File: src/rtl/serial_packet_ctrl_if.sv
// Bus interface for serial_packet_ctrl: the serial input plus the deframed word, strobe and status outputs.
// The slave modport is the controller's side; the master modport is the link/consumer side.
interface serial_packet_ctrl_if #(
    parameter int PORT_BITS = 2,
    parameter int LEN_BITS  = 4,
    parameter int DATA_BITS = 8
);
    localparam int NUM_PORTS = 2 ** PORT_BITS;

    logic                 serIn;
    logic [2:0]           state;
    logic [PORT_BITS-1:0] port_sel;
    logic [LEN_BITS-1:0]  bytes;
    logic [DATA_BITS-1:0] data_out;
    logic                 outValid;
    logic [NUM_PORTS-1:0] chan_valid;
    logic                 done;
    logic                 error;

    modport slave (
        input  serIn,
        output state, port_sel, bytes, data_out, outValid, chan_valid, done, error
    );

    modport master (
        output serIn,
        input  state, port_sel, bytes, data_out, outValid, chan_valid, done, error
    );
endinterface

File: src/rtl/serial_packet_ctrl.sv
// Serial packet deframer: start, port, byte count, payload words, stop -> parallel words with one-hot channel strobe.
// Optional per-word even parity bit (state PAR) is enabled by defining PARITY_EN.
module serial_packet_ctrl #(
    parameter int PORT_BITS = 2,
    parameter int LEN_BITS  = 4,
    parameter int DATA_BITS = 8,
    parameter int MAX_BYTES = 15
) (
    input  logic                  clk,
    input  logic                  reset_n,
    serial_packet_ctrl_if.slave   bus
);
    localparam int NUM_PORTS = 2 ** PORT_BITS;
    localparam int SW0       = (PORT_BITS > LEN_BITS) ? PORT_BITS : LEN_BITS;
    localparam int SW        = (DATA_BITS > SW0) ? DATA_BITS : SW0;
    localparam int CW        = $clog2(SW) + 1;

    typedef enum logic [2:0] {
        S_IDLE = 3'd0,
        S_PORT = 3'd1,
        S_LEN  = 3'd2,
        S_DATA = 3'd3,
        S_STOP = 3'd4,
        S_ERR  = 3'd5,
        S_PAR  = 3'd6
    } state_t;

`ifdef PARITY_EN
    function automatic logic even_parity(input logic [DATA_BITS-1:0] d);
        return ^d;
    endfunction
`endif

    state_t               r_state, w_state_nxt;
    logic [CW-1:0]        r_bit_cnt, w_bit_cnt_nxt;
    logic [SW-1:0]        r_shift, w_shift_nxt, w_shift_in;
    logic [PORT_BITS-1:0] r_port_sel, w_port_nxt;
    logic [LEN_BITS-1:0]  r_bytes, w_bytes_nxt;
    logic [LEN_BITS-1:0]  r_byte_cnt, w_byte_cnt_nxt, w_byte_inc;
    logic [LEN_BITS-1:0]  w_len;
    logic [DATA_BITS-1:0] r_data_out, w_data_nxt;
    logic                 r_out_valid, w_valid_nxt;
    logic [NUM_PORTS-1:0] r_chan_valid;
    logic                 r_done, w_done_nxt;
    logic                 r_error;
    logic                 r_ones, w_ones_nxt;

    assign w_shift_in = {r_shift[SW-2:0], bus.serIn};
    assign w_len      = w_shift_in[LEN_BITS-1:0];
    assign w_byte_inc = r_byte_cnt + {{(LEN_BITS-1){1'b0}}, 1'b1};

    // Next-state and datapath decode; every field is shifted MSB-first through the shared shift register.
    always_comb begin
        w_state_nxt    = r_state;
        w_bit_cnt_nxt  = r_bit_cnt;
        w_shift_nxt    = r_shift;
        w_port_nxt     = r_port_sel;
        w_bytes_nxt    = r_bytes;
        w_byte_cnt_nxt = r_byte_cnt;
        w_data_nxt     = r_data_out;
        w_valid_nxt    = 1'b0;
        w_done_nxt     = 1'b0;
        w_ones_nxt     = 1'b0;
        case (r_state)
            S_IDLE: begin
                if (!bus.serIn) begin
                    w_state_nxt   = S_PORT;
                    w_bit_cnt_nxt = {CW{1'b0}};
                end else begin
                    w_state_nxt = S_IDLE;
                end
            end
            S_PORT: begin
                w_shift_nxt = w_shift_in;
                if (r_bit_cnt == CW'(PORT_BITS - 1)) begin
                    w_port_nxt    = w_shift_in[PORT_BITS-1:0];
                    w_bit_cnt_nxt = {CW{1'b0}};
                    w_state_nxt   = S_LEN;
                end else begin
                    w_bit_cnt_nxt = r_bit_cnt + CW'(1);
                end
            end
            S_LEN: begin
                w_shift_nxt = w_shift_in;
                if (r_bit_cnt == CW'(LEN_BITS - 1)) begin
                    w_bit_cnt_nxt = {CW{1'b0}};
                    if ((w_len == {LEN_BITS{1'b0}}) || (w_len > LEN_BITS'(MAX_BYTES))) begin
                        w_state_nxt = S_ERR;
                    end else begin
                        w_bytes_nxt    = w_len;
                        w_byte_cnt_nxt = {LEN_BITS{1'b0}};
                        w_state_nxt    = S_DATA;
                    end
                end else begin
                    w_bit_cnt_nxt = r_bit_cnt + CW'(1);
                end
            end
            S_DATA: begin
                w_shift_nxt = w_shift_in;
                if (r_bit_cnt == CW'(DATA_BITS - 1)) begin
                    w_bit_cnt_nxt = {CW{1'b0}};
`ifdef PARITY_EN
                    w_state_nxt = S_PAR;
`else
                    w_data_nxt     = w_shift_in[DATA_BITS-1:0];
                    w_valid_nxt    = 1'b1;
                    w_byte_cnt_nxt = w_byte_inc;
                    w_state_nxt    = (w_byte_inc == r_bytes) ? S_STOP : S_DATA;
`endif
                end else begin
                    w_bit_cnt_nxt = r_bit_cnt + CW'(1);
                end
            end
`ifdef PARITY_EN
            S_PAR: begin
                if (even_parity(r_shift[DATA_BITS-1:0]) == bus.serIn) begin
                    w_data_nxt     = r_shift[DATA_BITS-1:0];
                    w_valid_nxt    = 1'b1;
                    w_byte_cnt_nxt = w_byte_inc;
                    w_state_nxt    = (w_byte_inc == r_bytes) ? S_STOP : S_DATA;
                end else begin
                    w_state_nxt = S_ERR;
                end
            end
`endif
            S_STOP: begin
                if (bus.serIn) begin
                    w_done_nxt  = 1'b1;
                    w_state_nxt = S_IDLE;
                end else begin
                    w_state_nxt = S_ERR;
                end
            end
            S_ERR: begin
                // Leave only after two consecutive idle-high samples.
                if (bus.serIn && r_ones) begin
                    w_state_nxt = S_IDLE;
                end else if (bus.serIn) begin
                    w_ones_nxt = 1'b1;
                end else begin
                    w_ones_nxt = 1'b0;
                end
            end
            default: begin
                w_state_nxt = S_IDLE;
            end
        endcase
    end

    // FSM state register.
    always_ff @(posedge clk or negedge reset_n) begin
        if (!reset_n) begin
            r_state <= S_IDLE;
        end else begin
            r_state <= w_state_nxt;
        end
    end

    // Datapath and registered output strobes.
    always_ff @(posedge clk or negedge reset_n) begin
        if (!reset_n) begin
            r_bit_cnt    <= {CW{1'b0}};
            r_shift      <= {SW{1'b0}};
            r_port_sel   <= {PORT_BITS{1'b0}};
            r_bytes      <= {LEN_BITS{1'b0}};
            r_byte_cnt   <= {LEN_BITS{1'b0}};
            r_data_out   <= {DATA_BITS{1'b0}};
            r_out_valid  <= 1'b0;
            r_chan_valid <= {NUM_PORTS{1'b0}};
            r_done       <= 1'b0;
            r_error      <= 1'b0;
            r_ones       <= 1'b0;
        end else begin
            r_bit_cnt    <= w_bit_cnt_nxt;
            r_shift      <= w_shift_nxt;
            r_port_sel   <= w_port_nxt;
            r_bytes      <= w_bytes_nxt;
            r_byte_cnt   <= w_byte_cnt_nxt;
            r_data_out   <= w_data_nxt;
            r_out_valid  <= w_valid_nxt;
            r_chan_valid <= w_valid_nxt ? ({{(NUM_PORTS-1){1'b0}}, 1'b1} << r_port_sel)
                                        : {NUM_PORTS{1'b0}};
            r_done       <= w_done_nxt;
            r_error      <= (w_state_nxt == S_ERR);
            r_ones       <= w_ones_nxt;
        end
    end

    assign bus.state      = r_state;
    assign bus.port_sel   = r_port_sel;
    assign bus.bytes      = r_bytes;
    assign bus.data_out   = r_data_out;
    assign bus.outValid   = r_out_valid;
    assign bus.chan_valid = r_chan_valid;
    assign bus.done       = r_done;
    assign bus.error      = r_error;
endmodule
File: src/flat_wrapper.sv
// flat-port wrapper written by rule: the top's interface ports become plain ports
module serial_packet_ctrl_flat 
#(
    parameter int PORT_BITS = 2,
    parameter int LEN_BITS  = 4,
    parameter int DATA_BITS = 8,
    parameter int MAX_BYTES = 15
)
  (clk, reset_n, bus_serIn, bus_state, bus_port_sel, bus_bytes, bus_data_out, bus_outValid, bus_chan_valid, bus_done, bus_error);
  serial_packet_ctrl_if #(.PORT_BITS(PORT_BITS), .LEN_BITS(LEN_BITS), .DATA_BITS(DATA_BITS)) bus_i ();
  input  logic clk;
  input  logic reset_n;
  input wire logic [$bits(bus_i.serIn)-1:0] bus_serIn;
  output wire logic [$bits(bus_i.state)-1:0] bus_state;
  output wire logic [$bits(bus_i.port_sel)-1:0] bus_port_sel;
  output wire logic [$bits(bus_i.bytes)-1:0] bus_bytes;
  output wire logic [$bits(bus_i.data_out)-1:0] bus_data_out;
  output wire logic [$bits(bus_i.outValid)-1:0] bus_outValid;
  output wire logic [$bits(bus_i.chan_valid)-1:0] bus_chan_valid;
  output wire logic [$bits(bus_i.done)-1:0] bus_done;
  output wire logic [$bits(bus_i.error)-1:0] bus_error;
  assign bus_i.serIn = bus_serIn;
  assign bus_state = bus_i.state;
  assign bus_port_sel = bus_i.port_sel;
  assign bus_bytes = bus_i.bytes;
  assign bus_data_out = bus_i.data_out;
  assign bus_outValid = bus_i.outValid;
  assign bus_chan_valid = bus_i.chan_valid;
  assign bus_done = bus_i.done;
  assign bus_error = bus_i.error;
  serial_packet_ctrl #(.PORT_BITS(PORT_BITS), .LEN_BITS(LEN_BITS), .DATA_BITS(DATA_BITS), .MAX_BYTES(MAX_BYTES)) u_core (.clk(clk), .reset_n(reset_n), .bus(bus_i));
endmodule
File: config.mk
export PLATFORM = sky130hd
export DESIGN_NAME = serial_packet_ctrl_flat
export DESIGN_NICKNAME = d
export VERILOG_FILES = /design/src/rtl/serial_packet_ctrl_if.sv /design/src/rtl/serial_packet_ctrl.sv /design/src/flat_wrapper.sv
export SDC_FILE = /design/constraint.sdc
export NUM_CORES = 1
export LEC_CHECK = 0
export BUFFER_PORTS_ARGS = -buffer_cell sky130_fd_sc_hd__buf_4
export CORE_MARGIN = 3
export CORE_UTILIZATION = 55
export CTS_CLUSTER_SIZE = 24
export DETAILED_ROUTE_END_ITERATION = 7
export PLACE_DENSITY = 0.77
export SYNTH_ARGS = -nofsm -noshare
export SYNTH_HDL_FRONTEND = slang
export SYNTH_SLANG_ARGS = --single-unit
File: constraint.sdc
create_clock -name clk -period 2 [get_ports clk]
set_input_delay 0.1 -clock clk [delete_from_list [all_inputs] [get_ports clk]]
set_output_delay 0.1 -clock clk [all_outputs]
set_load 0.05 [all_outputs]
==> flow_summary.yaml <==
status:
  status: "finished, final reports clean"
hold_path:
  hold_end: "u_core.bus.bytes[0]"
  hold_path_class: "in2reg"
  holdPathStages: 2
  worstHoldStart: "bus_serIn"
timing:
  slew_headroom_pct: 67.1
  rsz0062_at_grt: "no"
  clock-skew-final_ns: 0.00940
  final_max_slew_viol_count: 0
  setup_tns_ns: 0
  min_period_ns: 1.84
  finalCritPeriodShare_pct: 91.9
  setup_violations: 0
  hold_violations: 0
  max_freq_mhz: 544
  tightest_slew_ns: 0.490
finish:
  fin_nets: 184
  n_antenna_cell: 0
  layout_common_cells: "40 x dfrtp_1, 28 x buf_4, 18 x mux2_2"
  design_area_sq_mm: 0.00220
  layout_commonest_cell: "dfrtp_1"
  area_delta_synth_final_pct: 18.9
  drive_above_1_share_pct: 38.5
logic_synthesis:
  synth_cells: 146
  ys_ff_latch: 40
  synth_area_per_cell_sq_um: 12.7
  synth_cell_types: 46
  yosysSeqAreaShare_pct: 54.0
  syn_nets: 152
  syn_area_sq_mm: 0.00185
  yosys_warnings: 0
detailed_routing:
  routedWlPerCell_um: 15.5
  first_iter_violations: 111
  route.met3.wl_um: 167
  drc_errors: 0
  wl_met1_mm: 1.54
  vias: 1275
  met2_length_mm: 1.73
  vias_per_cell: 5.72
  totalWireLength_mm: 3.46
  top_layer_used: "met4"
  firstDrtPassIters: 4
  postRouteAntennaNets: 0
grt:
  grt_start_max_net_pins: 41
  track_usage_pct: 19.4
  grt_pass1_vias: 1320
  grt_pass1_wl_mm: 6.16
  overflow: 0
  antenna_found_initial: 0
cts:
  numCtsBuffers: 5
  clk_pin_slew_ns: 0.12
  htree_levels: 2
  clockRootBuffer: "clkbuf_4"
  clkLatencyLatePin_ns: 0.33
  clock-sinks: 40
  clock_path_buffers: 2
  cts_tree: "yes"
power:
  powerDensity_mw_per_mm2: 1640
  p_leak_nw: 1.07
  peakVddDrop_mv: 0.792
critical_path:
  cp.arrival_ns: 2.06
  critPathLaunchType: "flop"
  crit_chain: "ha_1 > nand3b_1 > nor2_2 > buf_12 > mux2_2"
  path_delay_family: "simple AND/OR/NAND/NOR gates"
  criticalPathCategory: "reg2reg"
  r2r_cells: 5
  cp_max_fo: 13
  slowest_stage: "dfrtp_1"
  r2r-start: "u_core.r_bit_cnt[0]"
  cpPeakStageDelay_ns: 0.44
  path_buf_inv: 1
  crit_required_ns: 2.22
  critPathCaptureType: "flop"
  reg2reg_to: "u_core.bus.data_out[5]"
  ff2ff_setup_slack_ns: 0.16
floorplanning:
  initial_core_util_pct: 59.2
  rows: 20
  die_h_um: 64.0
  die_w_um: 64.0
  die_area_sq_mm: 0.00410
  core-area_sq_mm: 0.00313
  ioPinCount: 27
placement:
  numPortBuffers: 26
  gp_congestion: 0.866
  dpl.hpwl_mm: 2.62
  place_area_sq_mm: 0.00210
job:
  drv_cap: 0
==> power breakdown <==
group          leakage [nW]  internal, W  total [W]  switching (W)
registers             0.513      0.00107    0.00137       0.000300
logic                 0.501     0.000682    0.00167       0.000988
clock network        0.0515     0.000332   0.000576       0.000244
total                  1.07      0.00209    0.00362        0.00153
==> layer usage <==
| layer | up-vias | global-route usage [%] |
|---|---|---|
| li1 | 596 | - |
| met1 | 635 | 24.3 |
| met2 | 38 | 31.9 |
| met3 | 6 | 5.62 |
| met4 | 0 | 6.74 |
| met5 | - | 0 |
==> synth_stat cells, drive strengths merged <==
library cell  count  share of area, %
nor2              9               2.4
xnor2             3               1.4
and3              2              0.68
xor3              1               1.3
or2               1              0.34
o41ai             1              0.47
nand3b            3               1.2
o22ai             1              0.34
nor4              2              0.68
inv               2              0.41
nand2b            4               1.4
a22o              2              0.95
o211ai            1              0.41
xor2              3               1.4
nand2             7               1.8
or4b              2               1.3
a31o              1              0.47
a21o              2              0.88
o21ai             4               1.1
a31oi             1              0.34
or3               2              0.68
or4               1              0.61
nor3b             2              0.81
a211oi            1              0.41
o21bai            1              0.61
nor2b             1              0.34
o21a              1              0.41
mux2             22                14
nor3              5               1.4
dfrtp            40                54
buf               5               2.2
and2              2              0.74
a21oi             3              0.81
or2b              1              0.41
nand3             3              0.81
a221oi            1              0.47
ha                3               2.0
==> state kept, by name, indices dropped and copies added, names as in the netlist <==
| name | count |
|---|---|
| u_core.bus.bytes | 4 |
| u_core.bus.chan_valid | 4 |
| u_core.bus.data_out | 8 |
| u_core.bus.done | 1 |
| u_core.bus.error | 1 |
| u_core.bus.outValid | 1 |
| u_core.bus.port_sel | 2 |
| u_core.bus.state | 3 |
| u_core.r_bit_cnt | 4 |
| u_core.r_byte_cnt | 4 |
| u_core.r_ones | 1 |
| u_core.r_shift | 7 |
==> timing repair <==
item | in CTS | in global routing
endpoints found under the hold margin | 40 | 0
buffers inserted | 0 | 0
resized for setup | 0 | 0
hold buffers | 1 | 0
==> worst max-delay path by stage <==
stage                                   start                endpoint  slack, ns  cells after the start
after detailed placement  u_core.r_bit_cnt[0]     u_core.bus.bytes[0]       0.19                      5
after CTS                 u_core.r_bit_cnt[0]     u_core.bus.bytes[0]       0.18                      5
after global placement    u_core.r_bit_cnt[0]     u_core.bus.bytes[3]       0.26                      5
after global routing      u_core.r_bit_cnt[0]  u_core.bus.data_out[5]       0.09                      5
after floorplan           u_core.bus.state[0]  u_core.bus.data_out[3]       0.04                      5
final                     u_core.r_bit_cnt[0]  u_core.bus.data_out[5]       0.16                      5
==> cells by family (layout without fill, tap and decap cells) <==
group / after synthesis / after routing / synth area share (%)
multiplexers: 22 / 22 / 14.2
flip-flops: 40 / 40 / 54.0
adder cells (fa/ha/maj): 3 / 3 / 2.03
AND/OR/NAND/NOR: 47 / 47 / 15.5
XOR/XNOR: 7 / 7 / 4.12
buffers and inverters: 7 / 40 / 2.57
AO/OA/AOI/OAI: 20 / 20 / 7.63
==> metrics by stage <==
step / total power (W) / utilization (%) / instances / hold slack (ns) / worst slack (ns)
floorplan: 0.00260 / - / 146 / -0.196 / 0.0401
global placement: 0.00299 / 67.1 / 214 / 0.0897 / 0.260
detailed placement: 0.00307 / 67.1 / 214 / 0.0962 / 0.192
CTS: 0.00364 / 70.4 / 223 / 0.0541 / 0.176
global route: 0.00386 / 70.4 / 223 / 0.0427 / 0.0922
finish: 0.00362 / 70.4 / 223 / 0.0653 / 0.163
==> cell type report <==
cell class	count	area (sq um)
Clock buffer	7	65.1
Clock inverter	1	30.0
Fill cell	237	925
Inverter	2	7.51
Multi-Input combinational cell	99	805
Sequential cell	40	1000
Tap cell	44	55.1
Timing Repair Buffer	30	240
No activity file was read; power rests on OpenSTA's default activity.
